<file path="src/rtl/mode_ctrl_pkg.sv">
// Shared mode encodings for the mode_ctrl front end.
package mode_ctrl_pkg;

    typedef enum logic [1:0] {
        MODE_SINGLE = 2'd0,
        MODE_CARRY  = 2'd1,
        MODE_MAX    = 2'd2
    } mode_t;

endpackage

</file>
<file path="src/rtl/mode_ctrl_if.sv">
// Board-side buttons and mode-selector controls of mode_ctrl.
// master: drives the raw buttons; slave: the controller itself.
interface mode_ctrl_if;
    import mode_ctrl_pkg::*;

    logic  btn_mode;
    logic  btn_learn;
    logic  carry_set;
    logic  max_set;
    logic  refresh_limits;
    logic  hold_cnt;
    mode_t mode;

    modport master (
        output btn_mode,
        output btn_learn,
        input  carry_set,
        input  max_set,
        input  refresh_limits,
        input  hold_cnt,
        input  mode
    );

    modport slave (
        input  btn_mode,
        input  btn_learn,
        output carry_set,
        output max_set,
        output refresh_limits,
        output hold_cnt,
        output mode
    );
endinterface

</file>
<file path="src/rtl/mode_ctrl_btn_debounce.sv">
// Button conditioner: 2-flop synchronizer, debounce counter, stable level
// and a one-cycle pulse on the clock after the stable level rises.
module mode_ctrl_btn_debounce #(
    parameter int DEB_CYCLES = 1000
) (
    input  logic clk,
    input  logic reset,
    input  logic btn_i,
    output logic stable_o,
    output logic rise_o
);
    localparam int CW = $clog2(DEB_CYCLES + 1);
    localparam logic [CW-1:0] DEB_LAST = CW'(DEB_CYCLES - 1);

    logic          sync1_q, sync2_q;
    logic          stable_q, stable_d;
    logic          stable_dly_q;
    logic          rise_q;
    logic [CW-1:0] cnt_q, cnt_d;

    // Count clocks of disagreement; the clock that would reach DEB_CYCLES
    // flips the stable level and clears the counter so it can never wrap.
    always_comb begin
        cnt_d    = '0;
        stable_d = stable_q;
        if (sync2_q != stable_q) begin
            if (cnt_q == DEB_LAST) begin
                stable_d = ~stable_q;
            end else begin
                cnt_d = cnt_q + CW'(1);
            end
        end
    end

    // Synchronizer, debounce state and rise-pulse registers.
    always_ff @(posedge clk or posedge reset) begin
        if (reset) begin
            sync1_q      <= 1'b0;
            sync2_q      <= 1'b0;
            stable_q     <= 1'b0;
            stable_dly_q <= 1'b0;
            rise_q       <= 1'b0;
            cnt_q        <= '0;
        end else begin
            sync1_q      <= btn_i;
            sync2_q      <= sync1_q;
            stable_q     <= stable_d;
            stable_dly_q <= stable_q;
            rise_q       <= stable_q & ~stable_dly_q;
            cnt_q        <= cnt_d;
        end
    end

    assign stable_o = stable_q;
    assign rise_o   = rise_q;
endmodule

</file>
<file path="src/rtl/mode_ctrl.sv">
// Mode selector front end: debounced mode button steps SINGLE->CARRY->MAX,
// learn button holds the counter and, on a long press, strobes refresh_limits.
// Optional macro MODE_CTRL_LEARN_AUTO_MAX_EN: the refresh also forces MAX.
module mode_ctrl
    import mode_ctrl_pkg::*;
#(
    parameter int DEB_CYCLES  = 1000,
    parameter int LONG_CYCLES = 50000
) (
    input  logic        clk,
    input  logic        reset,
    mode_ctrl_if.slave  bus
);
    localparam int LW = $clog2(LONG_CYCLES + 1);
    localparam logic [LW-1:0] LONG_TC   = LW'(LONG_CYCLES);
    localparam logic [LW-1:0] LONG_LAST = LW'(LONG_CYCLES - 1);

    logic          mode_rise;
    logic          mode_stable;
    logic          learn_rise;
    logic          learn_stable;
    logic          mode_evt;
    logic [LW-1:0] lp_cnt_q, lp_cnt_d;
    logic          refresh_q, refresh_d;
    logic          hold_q;
    mode_t         state_q, state_d;
    logic          carry_q, max_q;

    mode_ctrl_btn_debounce #(.DEB_CYCLES(DEB_CYCLES)) u_deb_mode (
        .clk      (clk),
        .reset    (reset),
        .btn_i    (bus.btn_mode),
        .stable_o (mode_stable),
        .rise_o   (mode_rise)
    );

    mode_ctrl_btn_debounce #(.DEB_CYCLES(DEB_CYCLES)) u_deb_learn (
        .clk      (clk),
        .reset    (reset),
        .btn_i    (bus.btn_learn),
        .stable_o (learn_stable),
        .rise_o   (learn_rise)
    );

    // Long-press counter: zero while learn is released, saturates at
    // LONG_CYCLES so each press yields a single refresh.
    always_comb begin
        lp_cnt_d  = '0;
        refresh_d = 1'b0;
        if (learn_stable) begin
            lp_cnt_d = lp_cnt_q;
            if (lp_cnt_q != LONG_TC) begin
                lp_cnt_d = lp_cnt_q + LW'(1);
            end
            refresh_d = (lp_cnt_q == LONG_LAST);
        end
    end

    // Long-press counter, refresh strobe and hold level registers.
    always_ff @(posedge clk or posedge reset) begin
        if (reset) begin
            lp_cnt_q  <= '0;
            refresh_q <= 1'b0;
            hold_q    <= 1'b0;
        end else begin
            lp_cnt_q  <= lp_cnt_d;
            refresh_q <= refresh_d;
            hold_q    <= learn_stable;
        end
    end

    // Learn has priority: a mode press is dropped while learn is active or
    // on the refresh cycle (learn may have just been released then).
    assign mode_evt = mode_rise & ~learn_stable & ~learn_rise & ~refresh_q;

    // Mode FSM next state; registered outputs follow state_d.
    always_comb begin
        state_d = state_q;
`ifdef MODE_CTRL_LEARN_AUTO_MAX_EN
        if (refresh_q) begin
            state_d = MODE_MAX;
        end else if (mode_evt) begin
`else
        if (mode_evt) begin
`endif
            case (state_q)
                MODE_SINGLE: state_d = MODE_CARRY;
                MODE_CARRY:  state_d = MODE_MAX;
                default:     state_d = MODE_SINGLE;
            endcase
        end
    end

    // Mode state and decoded selector outputs.
    always_ff @(posedge clk or posedge reset) begin
        if (reset) begin
            state_q <= MODE_SINGLE;
            carry_q <= 1'b0;
            max_q   <= 1'b0;
        end else begin
            state_q <= state_d;
            carry_q <= (state_d == MODE_CARRY);
            max_q   <= (state_d == MODE_MAX);
        end
    end

    assign bus.carry_set      = carry_q;
    assign bus.max_set        = max_q;
    assign bus.refresh_limits = refresh_q;
    assign bus.hold_cnt       = hold_q;
    assign bus.mode           = state_q;

    // The stable mode level has no consumer beyond its rise pulse.
    logic unused_ok;
    assign unused_ok = mode_stable;
endmodule

</file>
<file path="src/flat_wrapper.sv">
// flat-port wrapper written by rule: the top's interface ports become plain ports
module mode_ctrl_flat import mode_ctrl_pkg::*;
#(
    parameter int DEB_CYCLES  = 1000,
    parameter int LONG_CYCLES = 50000
)
  (clk, reset, bus_btn_mode, bus_btn_learn, bus_carry_set, bus_max_set, bus_refresh_limits, bus_hold_cnt, bus_mode);
  mode_ctrl_if bus_i ();
  input  logic clk;
  input  logic reset;
  input wire logic [$bits(bus_i.btn_mode)-1:0] bus_btn_mode;
  input wire logic [$bits(bus_i.btn_learn)-1:0] bus_btn_learn;
  output wire logic [$bits(bus_i.carry_set)-1:0] bus_carry_set;
  output wire logic [$bits(bus_i.max_set)-1:0] bus_max_set;
  output wire logic [$bits(bus_i.refresh_limits)-1:0] bus_refresh_limits;
  output wire logic [$bits(bus_i.hold_cnt)-1:0] bus_hold_cnt;
  output wire logic [$bits(bus_i.mode)-1:0] bus_mode;
  assign bus_i.btn_mode = bus_btn_mode;
  assign bus_i.btn_learn = bus_btn_learn;
  assign bus_carry_set = bus_i.carry_set;
  assign bus_max_set = bus_i.max_set;
  assign bus_refresh_limits = bus_i.refresh_limits;
  assign bus_hold_cnt = bus_i.hold_cnt;
  assign bus_mode = bus_i.mode;
  mode_ctrl #(.DEB_CYCLES(DEB_CYCLES), .LONG_CYCLES(LONG_CYCLES)) u_core (.clk(clk), .reset(reset), .bus(bus_i));
endmodule
</file>
<file path="config.mk">
export PLATFORM = sky130hd
export DESIGN_NAME = mode_ctrl_flat
export DESIGN_NICKNAME = d
export VERILOG_FILES = /design/src/rtl/mode_ctrl_pkg.sv /design/src/rtl/mode_ctrl_if.sv /design/src/rtl/mode_ctrl_btn_debounce.sv /design/src/rtl/mode_ctrl.sv /design/src/flat_wrapper.sv
export SDC_FILE = /design/constraint.sdc
export NUM_CORES = 1
export LEC_CHECK = 0
export BUFFER_PORTS_ARGS = -buffer_cell sky130_fd_sc_hd__buf_2
export CAP_MARGIN = 0
export CORE_UTILIZATION = 40
export DETAILED_ROUTE_END_ITERATION = 10
export PLACE_DENSITY = 0.68
export SYNTH_ARGS = -nofsm -noshare
export SYNTH_HDL_FRONTEND = slang
export SYNTH_HIERARCHICAL = 1
export SYNTH_SLANG_ARGS = --single-unit
</file>
<file path="constraint.sdc">
create_clock -name clk -period 1.4 [get_ports clk]
set_input_delay 0.28 -clock clk [delete_from_list [all_inputs] [get_ports clk]]
set_output_delay 0.28 -clock clk [all_outputs]
set_load 0.01 [all_outputs]
</file>
======== Word-level counts from Yosys, hierarchy flattened ========
Cells that the tools add are included.
cells by class
  add/subtract/negate cells ............... 3
  equal/unequal tests ..................... 10
  muxes and demuxes ....................... 9
  bitwise operators ....................... 11
  reductions and logical operators ........ 3
operators by type and width
  cell                                                                      number
  10-bit two-way mux                                                        4
  16-bit two-way mux                                                        2
  10-bit by 1-bit adder with 10-bit output (second input constant)          2
  10-bit equality test (second input constant)                              2
  16-bit by 1-bit adder with 16-bit output (second input constant)          1
  16-bit equality test (second input constant)                              1
  16-bit inequality test (second input constant)                            1
  1-bit NOT                                                                 6
  1-bit AND                                                                 5
  2-bit by 1-bit equality test with 1-bit output (second input constant)    2
  2-bit one-hot mux with 2 select lines                                     1
  2-bit AND reduction                                                       2
  2-bit equality test (second input constant)                               1
  2-bit zero test                                                           1
  2-bit two-way mux                                                         1
  1-bit inequality test                                                     2
  2-bit by 1-bit inequality test with 1-bit output (second input constant)  1
  1-bit two-way mux                                                         1
storage, ports and cells
  bits in registers ....................... 51
  bits of input ports ..................... 4
  logic and storage cells ................. 53

======== Logic depth before layout (Yosys ltp) ========
  word-level depth ........................ 6
  depth in mapped cells ................... 5
  gate-level depth less buffers ........... 5

======== Modules after synthesis ========
The synthesis kept the hierarchy.
by module, submodules not included
  module                  times used  cells each  area an instance (um^2)  sequential area each (um^2)
  mode_ctrl_btn_debounce  2           62          681.9                    375.4
  mode_ctrl               1           116         1,144.8                  550.5

======== Least setup slack after synthesis ========
OpenSTA, ideal clock, no wires.
  path type ............................... reg-to-reg
  from .................................... register u_core.lp_cnt_q[10]
  to ...................................... register u_core.lp_cnt_q[1]
  library setup time ...................... 0.079 ns
  arrival ................................. 1.495 ns
  data required time ...................... 1.321 ns
  setup slack ............................. -0.175 ns
  cell stages (with the launch flop) ...... 4
  path buffers ............................ 0
  cells stage by stage .................... dfrtp_1 or4b_4 nor4_2 mux2i_1
on the way
  word-level cells in the longest chain between the ends .. 2
ends and longest elaborated chain
  item                                                        line             source
  start, declared                                             mode_ctrl.sv:23  logic [LW-1:0] lp_cnt_q, lp_cnt_d;
  start signal, assigned                                      mode_ctrl.sv:66  lp_cnt_q <= lp_cnt_d;
  16-bit inequality test                                      mode_ctrl.sv:52  if (lp_cnt_q != LONG_TC) begin
  2-bit by 1-bit inequality test with 1-bit output (no line)  n/a
Every way passes these cells.
A chain may end at the register's enable or synchronous reset.

======== Worst setup path in the final report ========
  from .................................... register u_core.lp_cnt_q[11]
  to ...................................... register u_core.lp_cnt_q[1]
The elaborated chain is that of the path after synthesis.

==> flow_summary.json <==
{
  "status": "finished, violations left",
  "violations": "setup timing",
  "antenna_found_initial": 0,
  "finalSetupTns_ns": -0.916,
  "wl_per_cell_um": 13.0,
  "p_leak_nw": 1.42,
  "drcViolationCount": 0,
  "drv_cap": 0,
  "final_core_util_pct": 52.7,
  "clockBufferDepth": 2,
  "fin_crit_sh_pct": 114,
  "holdBufCountCts": 0,
  "cts_tree": "yes",
  "rrSetupSlack_ns": -0.19,
  "synth.area.top_cells": "dfrtp_1 (52%), nor2_1 (3.4%), nand2_1 (3.3%)",
  "power_density_mw_per_mm2": 789,
  "synth_top_area_share_pct": 51.9,
  "first_global_vias": 1753,
  "synth_top_cell_by_area": "dfrtp_1",
  "synth.area.mux_share_pct": 4.39,
  "area_growth_pct": 25.9,
  "clk_latency_ns": 0.30,
  "timing.rr.end": "u_core/lp_cnt_q[1]",
  "dp_hpwl_mm": 3.37,
  "cts_sinks": 52,
  "slew_viol_final": 0,
  "skew_ns": 0.00934,
  "cp_slowest_stage_delay_ns": 0.57,
  "drive_gt1_share_pct": 29.5,
  "synth.yosys.seq_area_share_pct": 51.9,
  "htree_levels": 2,
  "synth_adder_area_share_pct": 2.00,
  "end_kind": "flip-flop",
  "die_height_um": 81.2,
  "path_max_fanout": 3,
  "dpl_cell_area_mm2": 0.00292,
  "place_congestion": 0.785,
  "cp.required_ns": 1.62,
  "synth_edf_count": 0,
  "synth_xor_area_share_pct": 5.94,
  "crit_arrival_ns": 1.81,
  "tightest_slew_ns": 0.567,
  "cpMaxStageDelayCell": "or4b_4",
  "num_antenna_cells": 0,
  "syn_area_per_cell_um2": 10.5,
  "yosys.area_share.simple_pct": 26.4,
  "ys_ff_latch": 52,
  "cts_root_buffer": "clkbuf_8",
  "yosys_most_used_dff": "dfrtp_1",
  "clk_pin_slew_ns": 0.10,
  "path_cells": "or4b_4 > nor4_4 > mux2i_1",
  "hold_violations": 0,
  "die_area_mm2": 0.00659,
  "synth-compound-area-share_pct": 7.18,
  "syn_nets": 248,
  "synth_top_family_by_area": "simple AND/OR/NAND/NOR gates",
  "ant_nets": 0,
  "via_per_inst": 5.31,
  "initial_core_util_pct": 41.9,
  "period_minus_slack_ns": 1.59,
  "start_kind": "flip-flop",
  "io_buffers": 9,
  "hold_path_class": "in -> async",
  "yosysUniqueCellTypes": 38,
  "final_area_mm2": 0.00316,
  "numCtsBuffers": 5,
  "ios": 10,
  "reg2reg_from": "u_core/lp_cnt_q[11]",
  "yosys_warnings": 6,
  "dr.pass1.iters": 4,
  "grt_use_total_pct": 15.6,
  "yosysMostFrequentCell": "dfrtp_1",
  "wl_mm": 4.79,
  "synthTopCellsByCount": "dfrtp_1 (52), nor2_1 (23), nand2_1 (22), nand3_1 (16), inv_1 (12)",
  "die_w_um": 81.2,
  "core_area_mm2": 0.00599,
  "reg2reg_depth": 3,
  "p_total_mw": 2.49,
  "grt_max_degree": 23,
  "num_vias": 1950,
  "fmax_mhz": 629,
  "grt_overflow": 0,
  "synthArstFlopShare_pct": 100,
  "fin_ws_ns": -0.190,
  "ir_drop_uv": 415,
  "nets": 299,
  "postSynthCellCount": 240,
  "setup_viol": 11,
  "crit_type": "reg -> reg",
  "drt_iter0_markers": 81,
  "rsz0062_at_grt": "true",
  "syn_area_mm2": 0.00251,
  "rows": 28,
  "relSlewSlack_pct": 62.2,
  "grt_pass1_wl_mm": 7.89
}
## state kept, by name, indices dropped and copies added (netlist names), 2 cells and up
register / count
u_core/u_deb_mode/cnt_q: 10
u_core/u_deb_learn/cnt_q: 10
u_core/lp_cnt_q: 16
u_core/bus.mode: 2
## how the worst max path moves through the flow
stage,from,to
final,u_core/lp_cnt_q[11],u_core/lp_cnt_q[1]
after global routing,u_core/lp_cnt_q[11],u_core/lp_cnt_q[1]
after CTS,u_core/lp_cnt_q[7],u_core/lp_cnt_q[1]
after detailed placement,u_core/lp_cnt_q[11],u_core/lp_cnt_q[1]
after global placement,u_core/lp_cnt_q[11],u_core/lp_cnt_q[1]
after floorplan,u_core/lp_cnt_q[11],u_core/lp_cnt_q[1]
## per-stage QoR
| step | hold WS, ns | worst slack [ns] | instances |
|---|---|---|---|
| after floorplan | 0.181 | -0.148 | 240 |
| after global placement | 0.341 | -0.128 | 355 |
| after detailed placement | 0.342 | -0.161 | 355 |
| after CTS | 0.0276 | -0.188 | 363 |
| after global routing | 0.0359 | -0.244 | 367 |
| final | 0.0193 | -0.190 | 367 |
## where the power goes
part | switching [mW] | total (mW) | internal, mW | leakage [nW]
combinational | 0.0608 | 0.102 | 0.0415 | 0.665
clock | 0.494 | 0.851 | 0.357 | 0.0414
sequential | 0.0175 | 1.54 | 1.52 | 0.712
total | 0.573 | 2.49 | 1.92 | 1.42
## cell usage in the layout (no fill, tap or decap), drive strengths merged, types with 3 or more instances in the layout
cell    synthesis  layout
xnor2           8       8
nand3          16      16
clkbuf          3       6
ha              4       4
mux2i           8       8
o21ai           8       8
inv            12      12
nand2          22      22
nand2b          8       8
nand4          10      10
nor4            7       7
and3            6       6
nor2           23      23
buf             0      47
dfrtp          52      52
xor2            9       9
or3             5       5
nor3            4       4
a21oi           7       7
nor4b           3       3
## what timing repair did
item | CTS | global route
gates cloned | 0 | 0
setup endpoints to repair | 12 | 20
resized for setup | 5 | 20
pin swaps | 5 | 5
setup buffers | 0 | 4
## kinds of logic (layout without fill, tap and decap cells)
| logic type | after synthesis | after routing |
|---|---|---|
| and+or+nand+nor | 114 | 114 |
| xor gates and xnor gates | 17 | 17 |
| DFF | 52 | 52 |
| AOI/OAI and AO/OA | 28 | 28 |
| adders and majority gates | 4 | 4 |
| buffers and inverters | 15 | 67 |
| muxes | 10 | 10 |
## per-layer routing
layer  up-vias  wire length (um)  track usage (%)
li1        952                 -                -
met1       966              2290             20.7
met2        28              2260             25.0
met3         4               173             3.37
met4         0                64             5.89
met5         -                 0                0
## critical path: cells and delay by family (launching register included)
kind          cells  cell delay [ns]
mux               1             0.22
flops             1             0.39
simple gates      2             0.90
## layout make-up
type                            count  area, um2
Fill cell                         501       2830
Sequential cell                    52       1300
Multi-Input combinational cell    173       1300
Timing Repair Buffer               47        334
Tap cell                           75       93.8
Clock buffer                        6       72.6
Inverter                           12       45.0
Clock inverter                      2       16.3
Power figures use the tool's default switching activity.
